## config.mk

```make
export PLATFORM = sky130hd
export DESIGN_NAME = fetch_queue
export DESIGN_NICKNAME = d
export VERILOG_FILES = /design/src/rtl/fetch_queue.sv
export SDC_FILE = /design/constraint.sdc
export NUM_CORES = 1
export LEC_CHECK = 0
export CAP_MARGIN = 20
export CELL_PAD_IN_SITES_DETAIL_PLACEMENT = 0
export CELL_PAD_IN_SITES_GLOBAL_PLACEMENT = 1
export CORE_ASPECT_RATIO = 0.8
export CORE_UTILIZATION = 30
export DETAILED_ROUTE_END_ITERATION = 6
export PLACE_DENSITY_LB_ADDON = 0.1
export SLEW_MARGIN = 0
export SYNTH_ARGS = -nofsm -noshare
export SYNTH_HDL_FRONTEND = slang
export SYNTH_SLANG_ARGS = --single-unit
export TNS_END_PERCENT = 1
```

## constraint.sdc

```tcl
create_clock -name CLK -period 4.5 [get_ports CLK]
set_clock_uncertainty 0.05 [all_clocks]
set_input_delay 0.675 -clock CLK [delete_from_list [all_inputs] [get_ports CLK]]
set_output_delay 0.675 -clock CLK [all_outputs]
set_load 0.005 [all_outputs]
```

## src/rtl/fetch_queue.sv

```systemverilog
// Instruction fetch queue: fetches sequentially from the icache into a small
// circular buffer that decode drains; supports redirect and a sticky halt.
module fetch_queue #(
  parameter int WORD_W = 32,
  parameter int DEPTH  = 4,
  parameter logic [WORD_W-1:0] PC_INIT = '0
) (
  input  logic                       CLK,
  input  logic                       nRST,
  output logic [WORD_W-1:0]          imemaddr,
  output logic                       imemREN,
  input  logic                       ihit,
  input  logic [WORD_W-1:0]          imemload,
  input  logic                       deq,
  input  logic                       redirect,
  input  logic [WORD_W-1:0]          redirect_pc,
  input  logic                       halt,
  output logic                       valid,
  output logic [WORD_W-1:0]          instr,
  output logic [WORD_W-1:0]          instr_pc_plus,
  output logic [$clog2(DEPTH):0]     count,
  output logic                       full
);

  localparam int PTR_W = $clog2(DEPTH);
  localparam int CNT_W = PTR_W + 1;

  typedef enum logic {RUN, HALTED} state_e;

  state_e                  state_q, state_d;
  logic [WORD_W-1:0]       pc_q, pc_d;
  logic [PTR_W-1:0]        wr_ptr_q, wr_ptr_d;
  logic [PTR_W-1:0]        rd_ptr_q, rd_ptr_d;
  logic [CNT_W-1:0]        count_q, count_d;
  logic [2*WORD_W-1:0]     mem_q [DEPTH];

  logic                    enq;
  logic                    deq_fire;
  logic [WORD_W-1:0]       pc_plus4;

  assign pc_plus4 = pc_q + WORD_W'(4);
  assign imemaddr = pc_q;
  assign count    = count_q;
  assign full     = (count_q == CNT_W'(DEPTH));
  assign valid    = (count_q != '0);
  assign instr         = valid ? mem_q[rd_ptr_q][2*WORD_W-1:WORD_W] : '0;
  assign instr_pc_plus = valid ? mem_q[rd_ptr_q][WORD_W-1:0] : '0;

  // Fetch is gated by nRST so no request is issued while reset is held.
  always_comb begin
    imemREN  = nRST && (state_q == RUN) && !full && !redirect;
    enq      = imemREN && ihit;
    deq_fire = deq && valid && !redirect;

    state_d  = state_q;
    pc_d     = pc_q;
    wr_ptr_d = wr_ptr_q;
    rd_ptr_d = rd_ptr_q;
    count_d  = count_q;

    if (redirect) begin
      pc_d     = redirect_pc;
      wr_ptr_d = '0;
      rd_ptr_d = '0;
      count_d  = '0;
    end else begin
      if (state_q == RUN && halt) state_d = HALTED;
      if (enq) begin
        pc_d     = pc_plus4;
        wr_ptr_d = wr_ptr_q + PTR_W'(1);
      end
      if (deq_fire) rd_ptr_d = rd_ptr_q + PTR_W'(1);
      case ({enq, deq_fire})
        2'b10:   count_d = count_q + CNT_W'(1);
        2'b01:   count_d = count_q - CNT_W'(1);
        default: count_d = count_q;
      endcase
    end
  end

  always_ff @(posedge CLK) begin
    if (!nRST) begin
      state_q  <= RUN;
      pc_q     <= PC_INIT;
      wr_ptr_q <= '0;
      rd_ptr_q <= '0;
      count_q  <= '0;
    end else begin
      state_q  <= state_d;
      pc_q     <= pc_d;
      wr_ptr_q <= wr_ptr_d;
      rd_ptr_q <= rd_ptr_d;
      count_q  <= count_d;
    end
  end

  // Storage needs no reset: entries are only visible through valid.
  always_ff @(posedge CLK) begin
    if (nRST && enq) mem_q[wr_ptr_q] <= {imemload, pc_plus4};
  end

endmodule
```

# == After elaboration in Yosys (flattened, before gate mapping) ==
# Memories as Yosys holds them, arrays and structs flattened. A register that Yosys moved wholly into a read port is not among the register bits.
# Cells that the tools add are included.
# op_classes
eq_ne,3
n_reduce_logical,15
n_addsub,5
mux,9
bitwise,3
# ops
op,n
$mux W32,4
$add A32 B3 Y32 const B,1
$logic_and A1 B1 Y1,8
$pmux W3 S2,1
$add A2 B1 Y2 const B,2
$mux W2,2
$reduce_bool A2 Y1,2
$add A3 B1 Y3 const B,1
$eq A3 B3 Y1 const B,1
$not A1 Y1,3
$reduce_bool A3 Y1,1
$sub A3 B1 Y3 const B,1
$eq A2 B1 Y1 const B,1
$eq A2 B2 Y1 const B,1
$logic_not A1 Y1,2
$mux W1,2
$reduce_and A2 Y1,1
$reduce_or A2 Y1,1
# totals
output_inout_bits,102
n_memories,1
wordCells,41
mem_bits_rw,256
ff_bits,40
# mem_list
name,words,width,rd,rd_ports_with_merged_regs,wr,line,text
mem_q,4,64,1,1,1,35,logic [2*WORD_W-1:0] mem_q [DEPTH];

# == Logic depth before layout (Yosys ltp) ==
# logic_depth
depth_word,8
mapped_depth,12

# == Least setup slack after synthesis ==
# Ideal clock, no wire load.
# synth_timing
path_kind,input port to flip-flop
start,input port redirect
end,memory mem_q[0][0] (netlist name) (enable)
cell_stages,3
path_slack_ps,1324
path_buffers,1
setup_ps,429
arrival_ps,2697
cell_sequence,buf_6 and4bb_2 and3_1
# synth_via
elab_chain_cells,6
# synth_lines
item,line,text
from (decl),15,"input logic redirect,"
$logic_not A1 Y1,51,imemREN = nRST && (state_q == RUN) && !full && !redirect;
$logic_and A1 B1 Y1,51,
$logic_and A1 B1 Y1,52,enq = imemREN && ihit;
$logic_and A1 B1 Y1,99,"if (nRST && enq) mem_q[wr_ptr_q] <= {imemload, pc_plus4};"
$mux W1,99,
$mux W1 (not written as such),99,
to (decl),35,
# No other way between the ends.

==> impl_metrics.ini <==
[layout]
antenna_cells_inserted = 0
fill_cells = 3699
fin_cells = 1484
seqCellArea_sq_um = 8540
multiInputGateArea_sq_um = 3510
finalNetCount = 1001
drive_above_1_share = 0.142
syn2layout_area_growth_pct = 28.2
postLayoutCoreUtil = 0.394

[clock_tree]
htreeDepth = 2
cts_tree = done
clock_sink_count = 298
cts_setup_buffers = 0
clockBufferDepth = 3
cts-root-buf = clkbuf_16
cts_buffers = 34
clock_latency_ps = 520
clkTransAtPathRegs_ps = 60
cts_resized = 0
hold_buffers = 0

[floorplan]
fp.coreArea_sq_um = 39900
rows = 65
fp.dieH_um = 183
num_io_pins = 172
die_x_um = 228
dieArea_sq_um = 41800
start_util = 0.308

[timing]
setup_slack_ps = 981
min_period_ps = 3520
rsz0062_at_grt = false
slew_viol_final = 0
maxSlewHeadroom = 0.452
max_freq_mhz = 284
finalSetupTns_ps = 0
worst_slew_pin_slew_ps = 821
fin_crit_sh = 0.782
finalSetupViolCount = 0
fin_hold_ws_ps = 456
hold_violations = 0

[place]
dp_cells = 1424
finalWeightedCongestion = 0.717
post-place-ws_ps = 1110
numPortBuffers = 171
dpl.hpwl_um = 19300

[routing]
drc = 0
drtAntennaViolNets = 0
viasPerCell = 4.75
drt_iter0_markers = 400
vias = 7047
wl_per_cell_um = 21.5
drtPass1Iterations = 4
wl_um = 31800

[logic_synthesis]
syn_avg_cell_area_sq_um = 16.4
synth_common_cells = edfxtp_1 (256), and2_1 (67), mux4_2 (64)
yosys_most_used_dff = edfxtp_1
yosys_warnings = 0
post-synth-top-area-cell = edfxtp_1
synth.most_common_cell = edfxtp_1
ys_ff_latch = 298
synth_edf_count = 256
synth.area.top_cells = edfxtp_1 (63%), mux4_2 (12%), dfxtp_1 (6.8%)
ys_types = 49
synth_top_area_frac = 0.626
yosysSeqAreaShare = 0.694
async_flop_share = 0
syn_inst = 749
syn-cell-area_sq_um = 12300
syn_nets = 826

[status]
status = finished clean

[power_and_ir_drop]
switchingPower_uw = 1280
power.density_nw_per_um2 = 389
internal_power_uw = 4850
clkPwrFrac = 0.447
p_comb_frac = 0.049
power_frac_seq = 0.504
leakage_uw = 0.00505
vdd_drop_max_mv = 0.188
swShare = 0.208

[worst_hold_path]
hold_class = reg2reg

[setup_path]
critical_path_class = reg2out
worstSetupStartpointType = register
worstPathMaxFanout = 19
critPathRequiredTime_ps = 3770
cp-end-kind = output port
cp.arrival_ps = 2790

[job]
drv_cap = 0

[global_route]
grt_max_degree = 67
grt_pass1_vias = 7385
grt_usage = 0.153
antenna_found_initial = 0
grt_pass1_wl_um = 47500
overflow = 0
metal layers:
layer / vias to the layer above / part of all wire / global-route usage
met2: 168 / 0.46 / 0.240
met4: 0 / 0.019 / 0.0435
met5: - / 0 / 0
met1: 3581 / 0.47 / 0.212
li1: 3256 / - / -
met3: 42 / 0.054 / 0.0364
final cells by class:
class,count,share of cell area
tap,536,0.0426
clock inverter,18,0.0114
multi-input combinational,392,0.223
inverter,12,0.00302
sequential,298,0.542
timing repair buffer,186,0.121
clock buffer,42,0.0573
kinds of logic (layout without fill, tap and decap cells):
family / after synthesis / count (layout) / synth area share
adder cells (fa/ha/maj): 7 / 7 / 0.00774
flip-flops: 298 / 298 / 0.694
AND/OR/NAND/NOR: 216 / 216 / 0.0964
AO/OA/AOI/OAI: 68 / 68 / 0.0358
XOR/XNOR: 33 / 33 / 0.0235
multiplexers: 68 / 68 / 0.121
buffers and inverters: 59 / 258 / 0.0219
worst max-delay path, stage by stage, from the launching register on:
cell,delay (ps)
dfxtp_4,660
buf_4,420
mux4_2,540
and2_1,200
clkdlybuf4s50_1,450
power by group through the flow:
| stage | registers [uW] | clock network (uW) | logic, uW |
|---|---|---|---|
| CTS | 3090 | 2820 | 309 |
| finish | 3090 | 2740 | 303 |
| floorplan | 3130 | 0 | 126 |
| global route | 3090 | 2910 | 330 |
| detailed placement | 3150 | 0 | 308 |
| global placement | 3150 | 0 | 308 |
metrics by stage:
step	power, uW	cell area [sq um]
2_1_floorplan	3250	12300
3_3_place_gp	3450	14700
3_5_place_dp	3450	14700
4_1_cts	6210	15700
5_1_grt	6340	15700
6_report	6130	15700
flip-flops by register name (all words and copies together), names as in the netlist, named ones only:
name	count
state_q	1
imemaddr	32
mem_q	256
rd_ptr_q	2
count	3
wr_ptr_q	2
placed cells by master, fill, tap and decap left out, types with 3 or more instances in the layout:
| cell | n |
|---|---|
| a21oi_1 | 20 |
| a22o_1 | 4 |
| a22oi_1 | 4 |
| a31oi_1 | 7 |
| a32oi_1 | 3 |
| and2_1 | 67 |
| and3_1 | 17 |
| and3_4 | 4 |
| and4_1 | 3 |
| buf_12 | 6 |
| buf_4 | 9 |
| bufinv_16 | 4 |
| clkbuf_1 | 7 |
| clkbuf_16 | 35 |
| clkdlybuf4s50_1 | 171 |
| clkinv_1 | 11 |
| dfxtp_1 | 40 |
| edfxtp_1 | 256 |
| ha_1 | 6 |
| inv_1 | 11 |
| mux2i_1 | 4 |
| mux4_2 | 64 |
| nand2_1 | 37 |
| nand3_1 | 18 |
| nand4_1 | 13 |
| nor2_1 | 35 |
| nor4_1 | 4 |
| o21ai_0 | 14 |
| o2bb2ai_1 | 3 |
| or3_1 | 5 |
| xnor2_1 | 22 |
| xor2_1 | 11 |
final timing paths:
path | from | end | slack, ps | depth (start not counted)
max | register | instr_pc_plus[15] | 980 | 4
min | wr_ptr_q[1] | wr_ptr_q[1] | 460 | 2
max reg2reg | count[0] | count[2] | 1690 | 9
min reg2reg | wr_ptr_q[1] | wr_ptr_q[1] | 460 | 2
Power figures use the tool's default switching activity.
